<file path="src/rtl/dtw_pkg.sv">
// Shared DTW definitions: path-direction codes (also used by the PE array),
// the traceback FSM state encoding and the default coordinate width.
package dtw_pkg;

  localparam int IDX_W = 5;

  localparam logic [1:0] PATH_DIAG = 2'b11;
  localparam logic [1:0] PATH_UP   = 2'b10;
  localparam logic [1:0] PATH_LEFT = 2'b01;
  localparam logic [1:0] PATH_RST  = 2'b00;

  typedef enum logic [2:0] {
    S_IDLE = 3'd0,
    S_READ = 3'd1,
    S_WAIT = 3'd2,
    S_EMIT = 3'd3,
    S_FIN  = 3'd4
  } dtw_state_e;

endpackage

</file>
<file path="src/rtl/dtw_tb_step.sv">
// One traceback step: decodes a path code at (cur_i, cur_j) into the previous
// cell and flags codes that are invalid or would step off the grid edge.
module dtw_tb_step #(
  parameter int IDX_W = dtw_pkg::IDX_W
) (
  input  logic [1:0]       i_code,
  input  logic [IDX_W-1:0] i_cur_i,
  input  logic [IDX_W-1:0] i_cur_j,
  output logic [IDX_W-1:0] o_next_i,
  output logic [IDX_W-1:0] o_next_j,
  output logic             o_illegal
);
  import dtw_pkg::*;

  localparam logic [IDX_W-1:0] ONE = IDX_W'(1);

  logic w_i_zero;
  logic w_j_zero;

  assign w_i_zero = (i_cur_i == '0);
  assign w_j_zero = (i_cur_j == '0);

  always_comb begin
    o_next_i  = i_cur_i;
    o_next_j  = i_cur_j;
    o_illegal = 1'b0;
    // The origin is the terminal cell, so its stored code is never interpreted.
    if (!(w_i_zero && w_j_zero)) begin
      case (i_code)
        PATH_DIAG: begin
          if (w_i_zero || w_j_zero) begin
            o_illegal = 1'b1;
          end else begin
            o_next_i = i_cur_i - ONE;
            o_next_j = i_cur_j - ONE;
          end
        end
        PATH_UP: begin
          if (w_i_zero) o_illegal = 1'b1;
          else          o_next_i  = i_cur_i - ONE;
        end
        PATH_LEFT: begin
          if (w_j_zero) o_illegal = 1'b1;
          else          o_next_j  = i_cur_j - ONE;
        end
        default: o_illegal = 1'b1;
      endcase
    end
  end

endmodule

</file>
<file path="src/rtl/dtw_traceback.sv">
// DTW traceback: walks the path-direction RAM from (last_i, last_j) back to the
// origin and streams coordinates over valid/ready. Optional o_len via DTW_TB_LEN_EN.
module dtw_traceback #(
  parameter int IDX_W  = dtw_pkg::IDX_W,
  parameter int ADDR_W = 10,
  parameter int CNT_W  = 6
) (
  input  logic              clk,
  input  logic              nrst,
  input  logic              start,
  input  logic [IDX_W-1:0]  i_last_i,
  input  logic [IDX_W-1:0]  i_last_j,
  output logic              mem_ren,
  output logic [ADDR_W-1:0] mem_raddr,
  input  logic [1:0]        mem_rdata,
  output logic              o_valid,
  input  logic              i_ready,
  output logic [IDX_W-1:0]  o_i,
  output logic [IDX_W-1:0]  o_j,
  output logic              o_last,
  output logic              busy,
  output logic              done,
  output logic              err
`ifdef DTW_TB_LEN_EN
  ,
  output logic [CNT_W-1:0]  o_len
`endif
);
  import dtw_pkg::*;

  dtw_state_e       r_state;
  logic [IDX_W-1:0] r_cur_i;
  logic [IDX_W-1:0] r_cur_j;
  logic [1:0]       r_code;
  logic [CNT_W-1:0] r_cnt;
  logic [CNT_W-1:0] r_bound;
  logic             r_mem_ren;
  logic             r_valid;
  logic             r_last;
  logic             r_done;
  logic             r_err;

  logic [1:0]       w_step_code;
  logic [IDX_W-1:0] w_next_i;
  logic [IDX_W-1:0] w_next_j;
  logic             w_illegal;
  logic             w_origin;
  logic [CNT_W-1:0] w_cnt_inc;

  // The freshly returned code is checked in WAIT; the held copy drives the move in EMIT.
  assign w_step_code = (r_state == S_WAIT) ? mem_rdata : r_code;
  assign w_origin    = (r_cur_i == '0) && (r_cur_j == '0);
  assign w_cnt_inc   = r_cnt + CNT_W'(1);

  dtw_tb_step #(.IDX_W(IDX_W)) u_step (
    .i_code    (w_step_code),
    .i_cur_i   (r_cur_i),
    .i_cur_j   (r_cur_j),
    .o_next_i  (w_next_i),
    .o_next_j  (w_next_j),
    .o_illegal (w_illegal)
  );

`ifdef DTW_TB_LEN_EN
  logic [CNT_W-1:0] r_len;
  assign o_len = r_len;
`endif

  always_ff @(posedge clk or negedge nrst) begin
    if (!nrst) begin
      r_state   <= S_IDLE;
      r_cur_i   <= '0;
      r_cur_j   <= '0;
      r_code    <= PATH_RST;
      r_cnt     <= '0;
      r_bound   <= '0;
      r_mem_ren <= 1'b0;
      r_valid   <= 1'b0;
      r_last    <= 1'b0;
      r_done    <= 1'b0;
      r_err     <= 1'b0;
`ifdef DTW_TB_LEN_EN
      r_len     <= '0;
`endif
    end else begin
      case (r_state)
        S_IDLE: begin
          if (start) begin
            r_cur_i   <= i_last_i;
            r_cur_j   <= i_last_j;
            r_err     <= 1'b0;
            r_cnt     <= '0;
            r_bound   <= CNT_W'(i_last_i) + CNT_W'(i_last_j) + CNT_W'(1);
            r_mem_ren <= 1'b1;
            r_state   <= S_READ;
          end
        end
        S_READ: begin
          r_mem_ren <= 1'b0;
          r_state   <= S_WAIT;
        end
        S_WAIT: begin
          r_code <= mem_rdata;
          if (w_illegal) begin
            r_err   <= 1'b1;
            r_done  <= 1'b1;
            r_state <= S_FIN;
`ifdef DTW_TB_LEN_EN
            r_len   <= r_cnt;
`endif
          end else begin
            r_valid <= 1'b1;
            r_last  <= w_origin;
            r_state <= S_EMIT;
          end
        end
        S_EMIT: begin
          if (i_ready) begin
            r_valid <= 1'b0;
            r_last  <= 1'b0;
            r_cnt   <= w_cnt_inc;
            if (r_last || (w_cnt_inc >= r_bound)) begin
              // Reaching the bound without the origin means the path loops or is corrupt.
              r_err   <= r_err | ~r_last;
              r_done  <= 1'b1;
              r_state <= S_FIN;
`ifdef DTW_TB_LEN_EN
              r_len   <= w_cnt_inc;
`endif
            end else begin
              r_cur_i   <= w_next_i;
              r_cur_j   <= w_next_j;
              r_mem_ren <= 1'b1;
              r_state   <= S_READ;
            end
          end
        end
        S_FIN: begin
          r_done  <= 1'b0;
          r_state <= S_IDLE;
        end
        default: r_state <= S_IDLE;
      endcase
    end
  end

  assign mem_ren   = r_mem_ren;
  assign mem_raddr = {r_cur_i, r_cur_j};
  assign o_valid   = r_valid;
  assign o_i       = r_cur_i;
  assign o_j       = r_cur_j;
  assign o_last    = r_last;
  assign busy      = (r_state != S_IDLE);
  assign done      = r_done;
  assign err       = r_err;

endmodule

</file>
<file path="config.mk">
export PLATFORM = sky130hd
export DESIGN_NAME = dtw_traceback
export DESIGN_NICKNAME = d
export VERILOG_FILES = /design/src/rtl/dtw_pkg.sv /design/src/rtl/dtw_tb_step.sv /design/src/rtl/dtw_traceback.sv
export SDC_FILE = /design/constraint.sdc
export NUM_CORES = 1
export LEC_CHECK = 0
export ABC_AREA = 1
export CAP_MARGIN = 20
export CORE_UTILIZATION = 53
export DETAILED_ROUTE_END_ITERATION = 6
export PLACE_DENSITY = 0.77
export SLEW_MARGIN = 20
export SYNTH_ARGS = -nofsm -noshare
export SYNTH_HDL_FRONTEND = slang
export SYNTH_SLANG_ARGS = --single-unit
export TNS_END_PERCENT = 10
</file>
<file path="constraint.sdc">
create_clock -name clk -period 2.6 [get_ports clk]
set_clock_uncertainty 0.15 [all_clocks]
set_input_delay 0.39 -clock clk [delete_from_list [all_inputs] [get_ports clk]]
set_output_delay 0.39 -clock clk [all_outputs]
set_load 0.005 [all_outputs]
</file>
==> run summary <==
Synth Cell Area -> 2327 sq um
largest net degree at the start of global routing -> 33
Num CTS Buffers -> 5
area fraction of the dominant cell type after synthesis -> 0.3441
WP data arrival -> 2520 ps
CP Capture Type -> flop
dpl hpwl -> 3741 um
Tmin final -> 2449 ps
reg2reg path depth -> 14
Yosys warnings -> 0
DR pass1 iterations -> 4
P_leak -> 1.491 nW
Max Slew Vio Count -> 0
post-route ant nets -> 0
Die X -> 68.27 um
first-pass GRT wire length -> 8252 um
Min Hold Slack -> 323.0 ps
Synth top cells by count -> nand2_1 (81), inv_1 (41), dfrtp_1 (32)
syn nets -> 343
#FFs+latches synth -> 32
hold path start -> done
layout cell share with drive strength beyond 1 -> 0.1733
cts hold-fix bufs -> 0
Max-slew headroom -> 0.7182
Worst Hold Path Cells -> 2
RD Place Congestion -> 0.9215
CP cell instances -> nand3_2 -> nor2_1 -> nand2_1 -> xor2_2 -> inv_2 -> ha_4 -> nand2_1 -> nand3_2 -> nor2_4 -> nand2_2 -> a21boi_4 -> buf_6 -> nand4_1 -> nand2_1
Clock Latency Late Sink -> 290 ps
Bufs and invs on worst path -> 2
Worst Hold Class -> flop to flop
Max rail drop VDD -> 0.0005370 V
TritonCTS clock tree -> built
IO Count -> 42
number of global-route vias before repair -> 1790
Starting Density -> 0.5655
number of diodes -> 0
Crit Path Max Fanout -> 5
CP max stage cell -> dfrtp_1
Reg2Reg Setup Slack -> 150 ps
grt total ovfl -> 0
top post-synthesis cells by area -> dfrtp_1 (34%), nand2_1 (13%), ha_1 (8.6%), inv_1 (6.6%), nand3_1 (6.2%)
power per cell area -> 1056 nW/um^2
Synth async-reset ratio -> 1.000
DRC viols -> 0
via total after detailed routing -> 2067
Worst EP required -> 2670 ps
synthesized instance count -> 310
GRT Util Overall -> 0.2405
P&R area growth vs syn -> 26.29%
antenna violations before repair -> 0
Clock Path Buffers -> 2
count leader, synth -> nand2_1
core footprint -> 4115 sq um
final hold violation count -> 0
DRT Wirelength -> 5185 um
outcome -> complete, no violations
post-synth cell types -> 34
fmax -> 408.4 MHz
H-tree depth reported by CTS -> 2
Crit path top cell by count -> nand2_1
Rows -> 23
clk root buf -> clkbuf_8
DR vias/cell -> 5.142
worst r2r src -> r_cnt[0]
Worst Tran Pin Value -> 422.6 ps
post-synth top area cell -> dfrtp_1
Final setup viols -> 0
CP Launch Type -> flop
Iteration-0 DRC Markers -> 162
Final Net Count -> 384
max_cap viols -> 0
number of synthesized flops with an enable pin -> 0
average size of a mapped cell -> 7.507 sq um
critical path type -> flop to flop
slowest stage delay, CP -> 420 ps
Synth Flop Type -> dfrtp_1
share of the yosys chip area belonging to registers -> 0.3441
Die ar. -> 4660 sq um
cell family with most CP delay -> simple AND/OR/NAND/NOR gates
final worst-path cycle share -> 0.9419
clock-pin transition on the worst setup and hold timing paths -> 70 ps
total power draw -> 3.103 mW
Num Clock Sinks -> 32
worst reg2reg endpoint -> o_i[1]
# port buffers -> 41
drt wl/cell -> 12.90 um
die span in y -> 68.27 um
Hold Path End -> done
[cell usage in the layout (no fill, tap or decap), drive strengths merged]
cell,n
nand3,32
o211ai,3
a31o,1
xor2,4
a21boi,1
a21oi,5
ha,16
inv,50
nand4,13
o21ai,17
clkbuf,8
nand2,91
or2,2
nor2,18
nand3b,1
dfrtp,32
clkdlybuf4s50,41
a31oi,1
fa,1
o22ai,2
nor3,1
xnor2,2
buf,9
a22oi,1
[through the flow]
step,setup TNS (ps),area [sq um],utilization,worst slack (ps),std cells
global route,-202.3,2939,0.7142,-39.30,402
CTS,0,2825,0.6865,47.79,399
finish,0,2939,0.7142,151.2,402
detailed placement,0,2728,0.6628,30.76,391
floorplan,0,2327,-,319.5,310
global placement,0,2728,0.6628,108.0,391
[sequential cells by signal, indices dropped and copies added (netlist names)]
| signal | flops |
|---|---|
| o_valid | 1 |
| r_state | 3 |
| o_j | 5 |
| done | 1 |
| o_last | 1 |
| r_cnt | 6 |
| err | 1 |
| mem_ren | 1 |
| r_bound | 6 |
| o_i | 5 |
| r_code | 2 |
[power breakdown]
part / internal, mW / switching (mW)
Sequential: 0.698 / 0.186
Combinational: 0.838 / 0.974
Clock: 0.216 / 0.192
[worst min-delay path, delay by kind of cell (launching register included)]
family | cells | cell delay [ps]
DFF | 1 | 340
and+or+nand+nor | 2 | 100
[final cells by class]
type	count	area, sq um
fill	363	1176
inverter	50	190.2
multi-input combinational	212	1314
sequential	32	800.8
timing repair buffer	50	481.7
clock buffer	8	90.09
tap	50	62.56
[what timing repair did]
action	4_1_cts	5_1_grt
pin swaps	0	9
resized for setup	1	16
setup endpoints to repair	1	10
setup buffers	0	3
[kinds of logic (layout without fill, tap and decap cells)]
kind of cell | count (synthesis) | after routing | share of synthesized area
and+or+nand+nor | 158 | 158 | 0.3237
buffers and inverters | 66 | 108 | 0.1323
DFF | 32 | 32 | 0.3441
AOI/OAI and AO/OA | 31 | 31 | 0.08280
adders and majority gates | 17 | 17 | 0.09462
xor gates and xnor gates | 6 | 6 | 0.02258
[how the worst max path moves through the flow]
stage,startpoint,to,slack (ps),cells past startpoint
floorplan,r_cnt[0],o_i[0],320,13
global placement,r_cnt[0],o_i[1],110,13
detailed placement,r_cnt[0],o_i[0],30,13
CTS,r_cnt[0],o_i[1],50,13
global route,r_cnt[0],o_i[0],-40,14
finish,r_cnt[0],o_i[1],150,14
[metal layers]
layer  vias up  share of wire  GRT usage
met4         0          0.014    0.08073
met1       924           0.47     0.3371
met2        67           0.47     0.3725
met3         9          0.042    0.04000
met5         -              0          0
li1       1067              -          -
No activity file was read; power rests on OpenSTA's default activity.
